<file path="src/rtl/pic_controller.sv">
// 8-input fixed-priority interrupt controller with edge-triggered requests,
// an in-service register, EOI commands and a programmable vector base.
module pic_controller #(
  parameter logic [11:0] BASE      = 12'h020,
  parameter logic [4:0]  VBASE_RST = 5'h01
) (
  input  logic        clk,
  input  logic        reset_n,
  input  logic [11:0] port,
  input  logic [7:0]  iodin,
  output logic [7:0]  iodout,
  input  logic        iord,
  input  logic        iowr,
  input  logic [7:0]  irq,
  output logic        intr,
  input  logic        inta,
  output logic [7:0]  vector
);

  typedef enum logic {RUN, WAIT_VB} state_t;

  state_t      state, state_nx;
  logic        cs_cmd, cs_data;
  logic [7:0]  irq_d, irr, isr, imr;
  logic [4:0]  vbase, vbase_nx;
  logic        rsel, rsel_nx;
  logic [7:0]  pend, irr_nx, isr_nx, imr_nx;
  logic [3:0]  pn, sn;
  logic        wr_cmd, wr_dat;
  logic        intr_nx;
  logic [7:0]  vector_nx, iodout_nx;

  // Index of the highest-priority set bit; 8 means none set.
  function automatic logic [3:0] lowest(input logic [7:0] v);
    lowest = 4'd8;
    for (int i = 7; i >= 0; i--)
      if (v[i]) lowest = 4'(i);
  endfunction

  always_comb begin
    pend      = irr & ~imr;
    pn        = lowest(pend);
    sn        = lowest(isr);
    wr_cmd    = cs_cmd & iowr;
    wr_dat    = cs_data & iowr;
    intr_nx   = pn < sn;
    irr_nx    = irr;
    isr_nx    = isr;
    imr_nx    = imr;
    vbase_nx  = vbase;
    rsel_nx   = rsel;
    state_nx  = state;
    vector_nx = vector;
    iodout_nx = 8'hFF;

    unique case (1'b1)
      iord & cs_cmd:  iodout_nx = rsel ? isr : irr;
      iord & cs_data: iodout_nx = imr;
      default:        iodout_nx = 8'hFF;
    endcase

    // EOI clears first so a same-cycle inta on that bit still sets it
    if (wr_cmd) begin
      if (iodin == 8'h20 && !sn[3]) isr_nx[sn[2:0]] = 1'b0;
      if (iodin[7:3] == 5'b01100) isr_nx[iodin[2:0]] = 1'b0;
      if (iodin == 8'h0A) rsel_nx = 1'b0;
      if (iodin == 8'h0B) rsel_nx = 1'b1;
    end

    if (inta) begin
      if (!pn[3]) begin
        irr_nx[pn[2:0]] = 1'b0;
        isr_nx[pn[2:0]] = 1'b1;
        vector_nx       = {vbase, pn[2:0]};
      end else begin
        vector_nx = {vbase, 3'd7};
      end
    end

    irr_nx = irr_nx | (irq & ~irq_d);

    if (wr_cmd && iodin[4]) begin
      irr_nx   = '0;
      isr_nx   = '0;
      imr_nx   = '0;
      state_nx = WAIT_VB;
    end

    if (wr_dat) begin
      unique case (state)
        RUN:     imr_nx = iodin;
        WAIT_VB: begin
          vbase_nx = iodin[7:3];
          state_nx = RUN;
        end
      endcase
    end
  end

  always_ff @(posedge clk or negedge reset_n) begin
    if (!reset_n) begin
      cs_cmd  <= 1'b0;
      cs_data <= 1'b0;
      irq_d   <= '0;
      irr     <= '0;
      isr     <= '0;
      imr     <= '0;
      vbase   <= VBASE_RST;
      rsel    <= 1'b0;
      state   <= RUN;
      intr    <= 1'b0;
      vector  <= '0;
      iodout  <= 8'hFF;
    end else begin
      cs_cmd  <= port == BASE;
      cs_data <= port == BASE + 12'd1;
      irq_d   <= irq;
      irr     <= irr_nx;
      isr     <= isr_nx;
      imr     <= imr_nx;
      vbase   <= vbase_nx;
      rsel    <= rsel_nx;
      state   <= state_nx;
      intr    <= intr_nx;
      vector  <= vector_nx;
      iodout  <= iodout_nx;
    end
  end

endmodule

</file>
<file path="config.mk">
export PLATFORM = sky130hd
export DESIGN_NAME = pic_controller
export DESIGN_NICKNAME = d
export VERILOG_FILES = /design/src/rtl/pic_controller.sv
export SDC_FILE = /design/constraint.sdc
export NUM_CORES = 1
export LEC_CHECK = 0
export CAP_MARGIN = 40
export CORE_MARGIN = 2
export CORE_UTILIZATION = 40
export DETAILED_ROUTE_END_ITERATION = 6
export GPL_TIMING_DRIVEN = 0
export PLACE_DENSITY_LB_ADDON = 0.05
export SYNTH_ARGS = -nofsm -noshare
export SYNTH_HDL_FRONTEND = slang
export SYNTH_SLANG_ARGS = --single-unit
</file>
<file path="constraint.sdc">
create_clock -name clk -period 1.8 [get_ports clk]
set_input_delay 0.18 -clock clk [delete_from_list [all_inputs] [get_ports clk]]
set_output_delay 0.18 -clock clk [all_outputs]
set_load 0.1 [all_outputs]
</file>
==> reports/qor.csv, run 1 <==
stage,metric,value,unit
hold_path,hold_class,in2reg,
routing,viasPerCell,5.41,
critical_path,cp_cell_sequence,nor2b_4 -> or2_2 -> nor3_4 -> ha_2 -> nor3_2 -> nor2_1 -> o41ai_2,
finish,seq_area,1470,um2
yosys,synth_largest_area_cell,dfrtp_1,
die,fp.dieW,87.9,um
routing,drc_errors,0,
critical_path,critPathKind,reg2reg,
finish,final_cell_mix,"dfrtp_1 (42), clkdlybuf4s50_1 (41), nor2_1 (19)",
timing,max_freq,562,MHz
critical_path,critical_path.max_fanout,3,
routing,ant_nets,0,
finish,fin_nets,393,
yosys,synth_top_area_share,43.5,%
routing,routedWlPerCell,17.4,um
yosys,syn_inst,267,
yosys,ys_async_sr_fraction,100,%
critical_path,end_kind,flop,
yosys,ys_ff_latch,58,
timing,rsz0062_at_grt,yes,
yosys,syn_nets,303,
yosys,netlist_area,2820,um2
clocking,numCtsBuffers,9,
timing,clock_skew,0.00491,ns
global_routing,grt_start_max_net_pins,35,
clocking,cts_root_buffer,clkbuf_8,
routing,drtIter0Drc,146,
finish,final_common_cell,dfrtp_1,
timing,tns,0,ns
clocking,htree_levels,3,
critical_path,crit_arrival,1.99,ns
placement,io_buffers,47,
timing,period_share,98.8,%
die,rows,30,
timing,min_period,1.78,ns
die,start_util,41.5,%
critical_path,r2r_setup_slack,0.02,ns
global_routing,grt_pass1_wl,12700,um
die,core,6790,um2
critical_path,crit_slowest_cell,dfrtp_1,
timing,hold_violations,0,
routing,num_vias,2478,
routing,wl,7950,um
timing,setup_viol,0,
placement,hpwl,5780,um
clocking,cts_sinks,58,
yosys,synth.distinct_cells,48,
power,p_leak,1.75,nW
run_status,outcome,finished clean,
job,drv_cap,0,
die,io_pins,50,
placement,place_congestion,0.898,
yosys,synth-edff-count,0,
routing,firstDrtPassIters,4,
critical_path,critPathTopFamily,simple AND/OR/NAND/NOR gates,
finish,num-fill-cells,579,
yosys,synth_ff_type,dfrtp_1,
timing,slew_headroom,51.9,%
finish,area_delta_synth_final,47.4,%
power,vdd_ir_drop_max,0.000460,V
timing,tightest_slew,0.721,ns
clocking,clock_latency,0.33,ns
timing,slew_violations,0,
power,total_power,3.05,mW
critical_path,start_kind,flop,
power,powerDensity,734,nW/um2
finish,multiInputGateArea,1470,um2
global_routing,grt_pass1_vias,2430,
finish,drive_above_1_share,32.3,%
critical_path,critPathMaxStageDelay,0.40,ns
clocking,clockBufferDepth,2,
global_routing,grt.total_usage,22.0,%
critical_path,path_buf_inv,0,
clocking,cts_tree,built,
global_routing,antenna_found_initial,0,
yosys,synth_top_cells_by_area,"dfrtp_1 (44%), dfstp_2 (8.4%), mux2_2 (4.8%), nand2b_1 (3.6%), o21ai_0 (3.4%)",
yosys,yosys_warnings,0,
global_routing,grt-ovfl-total,0,
clocking,clk_pin_slew,0.07,ns
critical_path,cp.required,2.02,ns
yosys,synth-seq-area-share,51.9,%
die,dieArea,7730,um2
finish,antenna_cells,0,
yosys,synth_area_per_cell,10.5,um2
finish,final_core_util,61.1,%
die,die_h,87.9,um
[through the flow]
stage	worst slack, ns	instance area [um2]	std cells	hold slack, ns
floorplan	0.140	2820	267	-0.116
global placement	-1.27	3410	410	0.483
detailed placement	-0.614	3680	428	0.205
CTS	0.00363	3930	446	0.236
global route	-0.0508	4150	458	0.243
finish	0.0221	4150	458	0.243
[sequential cells by signal (all words and copies together), names as in the netlist]
name and count:
cs_cmd 1, irq_d 8, isr 8, vbase 5
intr 1, cs_data 1, rsel 1, imr 8
vector 8, irr 8, state 1, iodout 8
[final timing paths]
kind | start | to | cells past startpoint
max in group asynchronous | reset_n | vbase[0]$_DFFE_PN1P_ | 3
hold reg to reg | irq_d[2]$_DFF_PN0_ | irr[2]$_DFF_PN0_ | 2
setup / recovery | irr[4]$_DFF_PN0_ | intr$_DFF_PN0_ | 7
setup reg to reg | irr[4]$_DFF_PN0_ | intr$_DFF_PN0_ | 7
min in group asynchronous | reset_n | vector[5]$_DFFE_PN0P_ | 2
hold / removal | iodin[3] | imr[3]$_DFF_PN0_ | 2
[kinds of logic (layout without fill, tap and decap cells)]
family,count (synthesis),in the layout,share of synthesized area (%)
and+or+nand+nor,98,98,19.6
muxes,20,20,7.64
DFF,58,58,51.9
adders and majority gates,3,3,1.33
AOI/OAI and AO/OA,76,76,17.8
buffers and inverters,12,107,1.69
[report_power, final]
part	leakage (nW)	internal (mW)	switching (mW)
Combinational	0.972	0.227	0.297
Sequential	0.694	1.36	0.0762
Clock	0.0822	0.507	0.579
Total	1.75	2.09	0.952
[final cells by class]
cell class | count | area share, %
Buffer | 7 | 0.753
Inverter | 4 | 0.362
Tap cell | 96 | 2.89
Clock buffer | 9 | 2.98
Sequential cell | 58 | 35.4
Timing Repair Buffer | 80 | 20.9
Clock inverter | 7 | 1.30
Multi-Input combinational cell | 197 | 35.4
[metal layers]
layer / up-vias / track usage, % / share of wire, %
met5: - / 0 / 0
met4: 0 / 8.11 / 1.4
met3: 9 / 3.86 / 5.6
met2: 83 / 34.3 / 48
met1: 1206 / 30.8 / 45
li1: 1180 / - / -
[cells in the mapped netlist (2+ instances only)]
cell,count
a31oi_1,10
dfrtp_1,49
a22o_1,8
nand2b_1,16
nor2_1,22
o21ai_0,19
nor3_1,12
inv_1,4
dfstp_2,9
mux2i_1,8
or2_2,2
nor2b_1,7
a21oi_1,18
buf_2,2
ha_1,3
a21boi_0,2
o21a_1,2
o221a_2,3
mux2_2,12
nor4_1,3
nand3_1,10
nor3b_1,3
clkbuf_1,6
o22a_1,2
nand4_1,3
nand3b_1,2
nand2_1,9
[repair_timing]
item                                   in CTS  in global routing
hold buffers                                1                  0
endpoints found under the hold margin      16                  0
gates cloned                                0                  1
gates resized for setup                    14                 39
setup endpoints to repair                   6                 13
buffers inserted                            1                 12
pin swaps                                   3                 12
Note: power is estimated with default switching activity, not from simulation.
==> run 2: changes to the inputs <==
--- a/config.mk
+++ b/config.mk
@@ -8,6 +8,7 @@
 export CAP_MARGIN = 40
 export CORE_MARGIN = 2
 export CORE_UTILIZATION = 40
+export CTS_CLUSTER_DIAMETER = 150
 export DETAILED_ROUTE_END_ITERATION = 6
 export GPL_TIMING_DRIVEN = 0
 export PLACE_DENSITY_LB_ADDON = 0.05
==> results of run 2 <==
No change in the layout: final DEF, timing and power equal those of run 1.
==> run 3: changes to the inputs <==
--- a/config.mk
+++ b/config.mk
@@ -8,7 +8,7 @@
 export CAP_MARGIN = 40
 export CORE_MARGIN = 2
 export CORE_UTILIZATION = 40
-export CTS_CLUSTER_DIAMETER = 150
+export CTS_CLUSTER_DIAMETER = 80
 export DETAILED_ROUTE_END_ITERATION = 6
 export GPL_TIMING_DRIVEN = 0
 export PLACE_DENSITY_LB_ADDON = 0.05
==> results of run 3 <==
No change in the layout: final DEF, timing and power equal those of run 1.
